## src/rtl/serial_arb_pkg.sv

```systemverilog
// Shared types and limits for the serial transmitter arbiter.
// Used by serial_tx_arbiter (optional burst lock: SERIAL_ARB_LOCK_EN).
package serial_arb_pkg;

    localparam int DATA_W_DEF = 8;
    localparam int N_REQ_MAX  = 8;

    localparam logic [2:0] ST_IDLE      = 3'd0;
    localparam logic [2:0] ST_LOAD      = 3'd1;
    localparam logic [2:0] ST_WAIT_BUSY = 3'd2;
    localparam logic [2:0] ST_WAIT_DONE = 3'd3;
    localparam logic [2:0] ST_GAP       = 3'd4;

    typedef enum logic [2:0] {
        IDLE      = ST_IDLE,
        LOAD      = ST_LOAD,
        WAIT_BUSY = ST_WAIT_BUSY,
        WAIT_DONE = ST_WAIT_DONE,
        GAP       = ST_GAP
    } arb_state_t;

endpackage

```

## src/rtl/serial_tx_arbiter_rr_pick.sv

```systemverilog
// Combinational round-robin picker: first active request at or after ptr.
// Reusable by any shared on-board resource.
module rr_pick #(
    parameter int N  = 4,
    parameter int PW = 3
) (
    input  logic [N-1:0]  req,
    input  logic [PW-1:0] ptr,
    output logic [N-1:0]  winner,
    output logic          valid
);

    int idx;

    always_comb begin
        winner = '0;
        valid  = 1'b0;
        idx    = 0;
        for (int i = 0; i < N; i++) begin
            idx = int'(ptr) + i;
            if (idx >= N) begin
                idx = idx - N;
            end
            if (!valid && req[idx]) begin
                winner[idx] = 1'b1;
                valid       = 1'b1;
            end
        end
    end

endmodule

```

## src/rtl/serial_tx_arbiter.sv

```systemverilog
// Round-robin owner of the shared serial transmitter with gap timing.
// Define SERIAL_ARB_LOCK_EN to enable per-owner burst lock.
module serial_tx_arbiter
    import serial_arb_pkg::*;
#(
    parameter int N_REQ     = 4,
    parameter int DATA_W    = DATA_W_DEF,
    parameter int GAP_TICKS = 2,
    parameter int MAX_BURST = 4
) (
    input  logic                    clk,
    input  logic                    reset_n,
    input  logic                    baud_tick,
    input  logic [N_REQ-1:0]        req,
    input  logic [N_REQ*DATA_W-1:0] req_data,
    input  logic [N_REQ-1:0]        req_lock,
    output logic [N_REQ-1:0]        grant,
    output logic [N_REQ-1:0]        owner,
    output logic [DATA_W-1:0]       tx_data,
    output logic                    tx_load,
    input  logic                    tx_busy,
    output logic                    arb_busy
);

    localparam int PW = $clog2(N_REQ_MAX);
    localparam int GW = (GAP_TICKS > 0) ? $clog2(GAP_TICKS + 1) : 1;
    localparam logic [GW-1:0] GAP_LAST =
        GW'((GAP_TICKS > 0) ? GAP_TICKS - 1 : 0);
    localparam logic [GW-1:0] GAP_MAX = GW'(GAP_TICKS);

    arb_state_t        state;
    logic [PW-1:0]     ptr;
    logic [PW-1:0]     own_idx;
    logic [PW-1:0]     nxt_ptr;
    logic [N_REQ-1:0]  pick;
    logic              pick_vld;
    logic [DATA_W-1:0] pick_data;
    logic [DATA_W-1:0] own_data;
    logic [GW-1:0]     gap_cnt;
    logic              frame_end;
    logic              relock;

    rr_pick #(
        .N  (N_REQ),
        .PW (PW)
    ) u_pick (
        .req    (req),
        .ptr    (ptr),
        .winner (pick),
        .valid  (pick_vld)
    );

    always_comb begin
        pick_data = '0;
        own_data  = '0;
        own_idx   = '0;
        for (int i = 0; i < N_REQ; i++) begin
            if (pick[i]) begin
                pick_data = req_data[i*DATA_W +: DATA_W];
            end
            if (owner[i]) begin
                own_data = req_data[i*DATA_W +: DATA_W];
                own_idx  = PW'(i);
            end
        end
    end

    assign nxt_ptr = (own_idx == PW'(N_REQ - 1)) ? '0 : own_idx + 1'b1;

    // Ticks are only counted once in GAP, so a tick on the busy fall is skipped
    assign frame_end =
        (state == WAIT_DONE && !tx_busy && GAP_TICKS == 0) ||
        (state == GAP && baud_tick && gap_cnt == GAP_LAST);

`ifdef SERIAL_ARB_LOCK_EN
    localparam int BW = $clog2(MAX_BURST + 1);

    logic [BW-1:0] burst;

    assign relock = frame_end &&
                    (|(owner & req & req_lock)) &&
                    (burst < BW'(MAX_BURST));

    always_ff @(posedge clk or negedge reset_n) begin
        if (!reset_n) begin
            burst <= '0;
        end else if (state == IDLE && pick_vld) begin
            burst <= BW'(1);
        end else if (relock) begin
            burst <= burst + 1'b1;
        end
    end
`else
    logic unused_lock;

    assign relock      = 1'b0;
    assign unused_lock = ^{req_lock, MAX_BURST[0]};
`endif

    always_ff @(posedge clk or negedge reset_n) begin
        if (!reset_n) begin
            state    <= IDLE;
            ptr      <= '0;
            gap_cnt  <= '0;
            grant    <= '0;
            owner    <= '0;
            tx_data  <= '0;
            tx_load  <= 1'b0;
            arb_busy <= 1'b0;
        end else begin
            grant   <= '0;
            tx_load <= 1'b0;
            if (relock) begin
                state   <= LOAD;
                grant   <= owner;
                tx_load <= 1'b1;
                tx_data <= own_data;
            end else if (frame_end) begin
                state    <= IDLE;
                owner    <= '0;
                arb_busy <= 1'b0;
            end else begin
                unique case (state)
                    IDLE: begin
                        if (pick_vld) begin
                            state    <= LOAD;
                            grant    <= pick;
                            tx_load  <= 1'b1;
                            owner    <= pick;
                            tx_data  <= pick_data;
                            arb_busy <= 1'b1;
                        end
                    end
                    LOAD: begin
                        ptr   <= nxt_ptr;
                        state <= WAIT_BUSY;
                    end
                    WAIT_BUSY: begin
                        if (tx_busy) begin
                            state <= WAIT_DONE;
                        end
                    end
                    WAIT_DONE: begin
                        if (!tx_busy) begin
                            state   <= GAP;
                            gap_cnt <= '0;
                        end
                    end
                    GAP: begin
                        if (baud_tick && gap_cnt != GAP_MAX) begin
                            gap_cnt <= gap_cnt + 1'b1;
                        end
                    end
                    default: state <= IDLE;
                endcase
            end
        end
    end

endmodule

```

## config.mk

```make
export PLATFORM = sky130hd
export DESIGN_NAME = serial_tx_arbiter
export DESIGN_NICKNAME = d
export VERILOG_FILES = /design/src/rtl/serial_arb_pkg.sv /design/src/rtl/serial_tx_arbiter_rr_pick.sv /design/src/rtl/serial_tx_arbiter.sv
export SDC_FILE = /design/constraint.sdc
export NUM_CORES = 1
export LEC_CHECK = 0
export CORE_MARGIN = 2
export CORE_UTILIZATION = 40
export DETAILED_ROUTE_END_ITERATION = 16
export PLACE_DENSITY_LB_ADDON = 0.1
export REMOVE_ABC_BUFFERS = 1
export SLEW_MARGIN = 25
export SYNTH_ARGS = -nofsm -noshare
export SYNTH_HDL_FRONTEND = slang
export SYNTH_SLANG_ARGS = --single-unit
```

## constraint.sdc

```tcl
create_clock -name clk -period 6.75 [get_ports clk]
set_input_delay 1.35 -clock clk [delete_from_list [all_inputs] [get_ports clk]]
set_output_delay 1.35 -clock clk [all_outputs]
set_load 0.1 [all_outputs]
```

==> results.toml, run 1 <==
[cts]
clk_pin_slew_ps = 90
cts_made_buffers = 3
tritoncts = "yes"
htree_levels = 1
clock_sinks = 25
post_cts_buffers = 0
cts_root_buf = "clkbuf_8"
clk_latency_ps = 260
cts_hold_buf = 0
clockBufferDepth = 2
cts_resized = 0

[yosys]
synthArstFlopShare_pct = 100
ys_types = 40
syn_area_per_cell_um2 = 9.84
synth_edf_count = 0
synthCells = 187
synthFlopType = "dfrtp_1"
ys_warn_count = 0
synth_area_leaders = "dfrtp_1 34%, a211oi_1 9.8%, a2111oi_0 7.6%"
synth_commonest_cells = "25 x dfrtp_1, 24 x a211oi_1, 17 x a21oi_1"
yosysMostFrequentCell = "dfrtp_1"
ys_seq_area_share_pct = 34.0
ys_ff_latch = 25
synth_top_area_cell = "dfrtp_1"
netlist_area_um2 = 1840
yosysTopAreaCellShare_pct = 34.0

[sta]
setup_viol = 0
rsz0062_at_grt = "false"
slew_headroom_pct = 33.7
fmax_mhz = 248
period_share_pct = 59.8
fin_tns_setup_ps = 0
period_minus_slack_ps = 4040
hold_viol = 0
skew_ps = 4.58
slew_violations = 0
tightest_slew_ps = 991

[floorplan]
die_y_um = 71.8
core_um2 = 4380
initial_utilization_pct = 42.0
rows = 24
die_w_um = 71.8
ios = 62
dieArea_um2 = 5160

[status]
status = "completed"

[placed_design]
dp_hpwl_um = 3540
port_buffers = 57
place_area_um2 = 2430
gp_congestion = 0.768
dp.cells = 287

[global_route]
grt_max_degree = 26
grt_usage_pct = 18.6
grt_overflow = 0
grt_pass1_vias = 1547
grt_antenna_before_repair = 0
grt_pass1_wl_um = 7730

[cells_and_area]
antenna_cells = 0
fin_nets = 295
fillers = 411
drive_above_1_share_pct = 8.79
final_area_um2 = 2480
syn_to_final_growth_pct = 34.5
stdcell_count = 291

[route]
drc = 0
drt-initial-drc-count = 86
wirelength_um = 4740
ant_nets = 0
dr.pass1.iters = 4
vias = 1730
wl_per_cell_um = 16.3
via_per_inst = 5.95

[setup_path]
worstRegToRegCells = 8
criticalPathCategory = "primary input to flop"
crit_fanout = 12
r2r_start = "ptr[0]"
critPathLaunch = "req[3]"
crit_path_start_kind = "primary input"
timing.rr.end = "tx_data[2]"
cp-endpoint = "tx_data[2]"
worstPathRequired_ps = 6930
crit_path_end_kind = "flop"
reg2reg_setup_slack_ps = 3120
arrival_ps = 4210

[hold_path]
hold_path.class = "flop to flop"

[run]
max-cap-violations = 0
[state kept, by name (all words and copies together) (netlist names)]
name / cells
tx_data: 8
ptr: 2
gap_cnt: 2
owner: 4
state: 3
arb_busy: 1
grant: 4
tx_load: 1
[worst min path at each step]
| stage | startpoint | endpoint | slack, ps | cells past startpoint |
|---|---|---|---|---|
| 2_1_floorplan | gap_cnt[0] | gap_cnt[0] | 490 | 1 |
| 4_1_cts | owner[0] | owner[0] | 510 | 1 |
| 6_report | owner[0] | owner[0] | 500 | 1 |
| 3_3_place_gp | owner[0] | owner[0] | 460 | 1 |
| 3_5_place_dp | owner[0] | owner[0] | 490 | 1 |
| 5_1_grt | owner[0] | owner[0] | 510 | 1 |
[placed cells by master, fill, tap and decap left out]
cell,count
a21oi_2,1
or3b_2,1
and3b_1,2
nor3_1,2
or3_1,2
and4_1,1
a22o_4,1
a221oi_1,8
a22oi_2,1
or2_2,2
nand3_1,2
a21o_2,1
o21ai_0,3
mux4_2,3
mux2_2,1
clkdlybuf4s50_1,57
a211oi_1,24
a221oi_4,1
nand2_1,5
nand3b_1,3
a2bb2oi_2,1
ha_1,11
buf_4,1
o21ai_2,1
o31ai_1,1
inv_1,8
a21bo_2,1
clkbuf_8,3
clkinv_2,1
a21o_1,7
nand3b_4,1
nand4_1,1
and2_1,3
nor2_1,15
nor2b_1,3
a2111oi_0,16
nor3b_1,2
a21oi_1,17
dfrtp_1,25
[through the flow]
stage,worst slack [ps],util (%),hold WS [ps]
floorplan,3470,-,487
global placement,2450,55.4,462
detailed placement,2460,55.4,487
CTS,2740,56.5,507
global route,2480,56.5,515
finish,2710,56.5,503
[final cells by class]
cell class                 instances  area (um2)  area share, %
inverter                           8        30.0           1.21
multi-input combinational        144        1130           45.7
timing repair buffer              58         578           23.3
clock buffer                       3        41.3           1.67
tap                               52        65.1           2.63
clock inverter                     1        5.00          0.202
sequential                        25         626           25.3
[cell families (layout without fill, tap and decap cells)]
group | count (synthesis) | count (layout) | share of synthesized area [%]
muxes | 4 | 4 | 4.28
and+or+nand+nor | 45 | 45 | 13.9
adders and majority gates | 11 | 11 | 7.48
AOI/OAI and AO/OA | 84 | 84 | 35.8
buffers and inverters | 18 | 70 | 4.55
DFF | 25 | 25 | 34.0
[worst max-delay path, cell delays in order]
cell	delay (ps)
clkdlybuf4s50_1	570
or3b_2	470
a2bb2oi_2	200
a21oi_1	750
a21o_1	440
a221oi_1	150
a211oi_1	270
[routing by layer]
layer,vias up,global-route usage (%),part of all wire (%)
li1,850,-,-
met1,844,29.0,49
met2,34,28.5,47
met3,2,1.27,3.4
met4,0,3.77,0.57
met5,-,0,0
Power of run 1 is left out: the tool's default activity adds up to more than one toggle a clock period on the data nets, which glitch-free logic cannot reach.
==> inputs of run 2 (changes only) <==
==> constraint.sdc (replaced) <==
create_clock -name clk -period 3.6 [get_ports clk]
set_input_delay 0.72 -clock clk [delete_from_list [all_inputs] [get_ports clk]]
set_output_delay 0.72 -clock clk [all_outputs]
set_load 0.1 [all_outputs]
==> run 2 against run 1 <==
Effect of this change:
- count of clock-buffer cells in the layout increased by 1
- setup slack got worse by 2200 ps
- via count decreased by 0.29%
- hold slack got worse by 1.9 ps
- global-route usage increased by 1.3 points
==> results.toml, run 2 (synthesized netlist as in run 1, its figures left out) <==
[status]
status = "completed"

[cells_and_area]
stdcell_count = 299
largest_reg_flops = 8
drive_above_1_share_pct = 11.3
fin_util_pct = 57.8
largestRegisters = "tx_data x8, grant x4, owner x4"
fillers = 415
antenna_cells = 0
top_register = "tx_data"
mostFrequentLayoutCells = "57 x clkdlybuf4s50_1, 25 x dfrtp_1, 24 x a211oi_1, 17 x a21oi_1, 16 x a2111oi_0"
fin_nets = 303
layout_commonest_cell = "clkdlybuf4s50_1"
syn_to_final_growth_pct = 37.7

[placed_design]
gp_congestion = 0.753
place_ws_ps = 281
dp_hpwl_um = 3590
port_buffers = 57
dp.cells = 295

[setup_path]
cp_cell_sequence = "clkdlybuf4s50_1, mux4_2, a21oi_2, a211oi_1, a2111oi_0, buf_4, a211oi_1, a211oi_1"
crit_path_end_kind = "flop"
arrival_ps = 3220
worstPathRequired_ps = 3780
critPathBufInv = 2
cpLargestDelayFamily = "compound AO/OA/AOI/OAI gates"
crit_fanout = 9
worst_path_max_delay_cell = "mux4_2"
cp_common_cell = "a211oi_1"
slowest_delay_ps = 610
criticalPathCategory = "primary input to flop"
reg2reg_setup_slack_ps = 560
crit_path_start_kind = "primary input"

[cts]
cts_resized = 0
clk_pin_slew_ps = 90
post_cts_buffers = 0
cts_hold_buf = 0
cts_made_buffers = 3
clock_sinks = 25
clk_latency_ps = 270
tritoncts = "yes"
clockBufferDepth = 2
htree_levels = 1
cts_root_buf = "clkbuf_8"

[sta]
slew_violations = 0
period_minus_slack_ps = 3050
skew_ps = 2.86
period_share_pct = 84.6
tightest_slew_ps = 990
rsz0062_at_grt = "false"
fin_tns_setup_ps = 0
setup_viol = 0
timing.final.ws_setup_ps = 554
fmax_mhz = 328
hold_viol = 0
slew_headroom_pct = 33.8

[floorplan]
die_w_um = 71.8
initial_utilization_pct = 42.0
core_um2 = 4380
die_y_um = 71.8
dieArea_um2 = 5160
ios = 62
rows = 24

[hold_path]
hold_path.class = "flop to flop"

[global_route]
grt_antenna_before_repair = 0
grt_overflow = 0
grt_usage_pct = 20.0
grt_pass1_vias = 1629
grt_pass1_wl_um = 8210
grt_max_degree = 26

[route]
drc = 0
wl_per_cell_um = 16.4
via_per_inst = 5.77
drt-initial-drc-count = 149
dr.pass1.iters = 4
ant_nets = 0
vias = 1725
wirelength_um = 4910

[run]
max-cap-violations = 0
[run 2: cell types whose count changed in the layout (fill, tap and decap cells not counted), sizes merged]
cell and delta:
clkbuf +1, clkinv -1, buf +8
[run 2: worst register-to-register path: cells and delay by family (launching register included)]
| kind | cells | cell delay, ps |
|---|---|---|
| AO/OA/AOI/OAI | 5 | 1300 |
| flip-flops | 1 | 530 |
| AND/OR/NAND/NOR | 1 | 190 |
| adder cells (fa/ha/maj) | 1 | 350 |
| buffers and inverters | 3 | 560 |
[run 2: path summary, 6_finish.rpt]
kind / start / to / depth (start not counted)
worst max-delay path: req[3] / tx_data[4] / 8
worst min-delay path: owner[0] / owner[0] / 1
worst max register to register: ptr[1] / tx_data[4] / 10
worst min register to register: owner[0] / owner[0] / 1
max in group asynchronous: reset_n / owner[2] / 2
min in group asynchronous: reset_n / gap_cnt[0] / 2
[run 2: stage by stage]
stage | cell area, um2 | hold WS, ps
after CTS | 2530 | 497
after floorplan | 1790 | 424
after global placement | 2490 | 465
final | 2530 | 501
after detailed placement | 2490 | 477
after global routing | 2530 | 517
[run 2: routing by layer]
metal,track usage [%],vias up,share of wire (%)
met5,0,-,0
li1,-,865,-
met3,1.41,5,2.7
met2,29.7,34,47
met1,31.1,821,50
met4,5.24,0,1.1
[run 2: layout make-up]
| cell class | instances | area [um2] | share of cell area, % |
|---|---|---|---|
| Multi-Input combinational cell | 144 | 1130 | 44.6 |
| Timing Repair Buffer | 66 | 638 | 25.2 |
| Sequential cell | 25 | 626 | 24.7 |
| Tap cell | 52 | 65.1 | 2.57 |
| Clock buffer | 4 | 45.0 | 1.78 |
| Inverter | 8 | 30.0 | 1.18 |
Power of run 2 is left out for the same reason.
==> inputs of run 3 (changes only) <==
==> constraint.sdc (replaced) <==
create_clock -name clk -period 2.71 [get_ports clk]
set_input_delay 0.542 -clock clk [delete_from_list [all_inputs] [get_ports clk]]
set_output_delay 0.542 -clock clk [all_outputs]
set_load 0.1 [all_outputs]
==> run 3 against run 2 <==
Effect of this change:
- count of clock-buffer cells in the layout stayed put
- critical path depth is 1 higher
- largest cell class unchanged
- sequential share of layout area is 2.6 points lower
- non-clock buffer count is 23 higher
- global-route usage is 0.20 points lower
==> results.toml, run 3 (synthesized netlist as in run 1, its figures left out) <==
[cts]
cts_made_buffers = 3
cts_root_buf = "clkbuf_8"
tritoncts = "yes"
clockBufferDepth = 2
clock_sinks = 25
clk_pin_slew_ps = 80
htree_levels = 1
clk_latency_ps = 260
cts_hold_buf = 0

[cells_and_area]
fin_nets = 327
largestRegisters = "tx_data x8, grant x4, owner x4"
antenna_cells = 0
mostFrequentLayoutCells = "47 x buf_4, 35 x clkdlybuf4s50_1, 25 x dfrtp_1, 23 x a211oi_1"
drive_above_1_share_pct = 32.8
layout_commonest_cell = "buf_4"
fillers = 371
syn_to_final_growth_pct = 53.9
fin_util_pct = 64.6
stdcell_count = 323
top_register = "tx_data"
largest_reg_flops = 8

[hold_path]
hold_path.class = "flop to flop"

[route]
via_per_inst = 5.68
wl_met2_um = 2550
wl_per_cell_um = 16.0
ant_nets = 0
vias = 1834
drt-initial-drc-count = 50
met3_length_um = 158
top_layer = "met4"
wirelength_um = 5160
drc = 0
m1WireLength_um = 2420
dr.pass1.iters = 4

[sta]
period_minus_slack_ps = 2590
slew_headroom_pct = 68.4
fin_tns_setup_ps = 0
hold_viol = 0
setup_viol = 0
timing.final.ws_setup_ps = 119
slew_violations = 0
fmax_mhz = 386
skew_ps = 1.52
period_share_pct = 95.6
tightest_slew_ps = 473

[setup_path]
worstPathRequired_ps = 2850
crit_path_end_kind = "flop"
critPathBufInv = 2
cpLargestDelayFamily = "compound AO/OA/AOI/OAI gates"
slowest_delay_ps = 500
crit_path_start_kind = "flop"
criticalPathCategory = "flop to flop"
cp_cell_sequence = "inv_1, ha_4, or3b_2, a2bb2oi_4, a2111oi_1, a2111oi_1, buf_4, a211oi_1, a211oi_1"
worst_path_max_delay_cell = "or3b_2"
crit_fanout = 9
arrival_ps = 2730

[run]
max-cap-violations = 0

[floorplan]
core_um2 = 4380
ios = 62
die_w_um = 71.8
dieArea_um2 = 5160
die_y_um = 71.8
rows = 24
initial_utilization_pct = 42.0

[status]
status = "completed"

[placed_design]
dp.cells = 314
port_buffers = 57
dp_hpwl_um = 3750
place_ws_ps = -323
gp_congestion = 0.801

[global_route]
grt_overflow = 0
grt_max_degree = 26
grt_pass1_wl_um = 8280
grt_pass1_vias = 1704
grt_usage_pct = 19.8
grt_antenna_before_repair = 0
==> run 3: changes by cell type in the layout (fill, tap and decap cells not counted), sizes merged <==
cell	change
a22oi	+1
buf	+41
clkdlybuf4s50	-22
dlymetal6s2s	+4
==> run 3: timing repair <==
item                                    in CTS  in global routing
gates resized for setup                      2                 43
pin swaps                                    0                  4
endpoints found under the hold margin        0                  0
endpoints found under the setup margin       8                  9
cloned                                       0                  1
buffers inserted                             0                  4
==> run 3: final timing paths <==
kind	startpoint	to	slack [ps]	cells after the start
setup / recovery	ptr[1]	tx_data[0]	120	9
hold / removal	owner[0]	owner[0]	480	1
setup reg to reg	ptr[1]	tx_data[0]	120	9
hold reg to reg	owner[0]	owner[0]	480	1
max in group asynchronous	reset_n	tx_data[1]	1830	2
min in group asynchronous	reset_n	state[2]	640	2
==> run 3: through the flow <==
stage / area (um2) / hold slack (ps)
floorplan: 1790 / 246
global placement: 2590 / 468
detailed placement: 2590 / 473
CTS: 2640 / 491
global route: 2830 / 504
finish: 2830 / 482
==> run 3: routing by layer <==
| layer | up-vias | GRT usage (%) |
|---|---|---|
| met5 | - | 0 |
| met3 | 4 | 1.83 |
| met2 | 37 | 31.2 |
| met1 | 877 | 29.4 |
| met4 | 0 | 4.40 |
| li1 | 916 | - |
==> run 3: area by class of cell <==
class	instances	area [um2]	area share (%)
multi-input combinational	145	1280	45.2
timing repair buffer	89	787	27.8
sequential	25	626	22.1
tap	52	65.1	2.30
clock buffer	4	45.0	1.59
inverter	8	30.0	1.06
Power of run 3 is left out for the same reason.
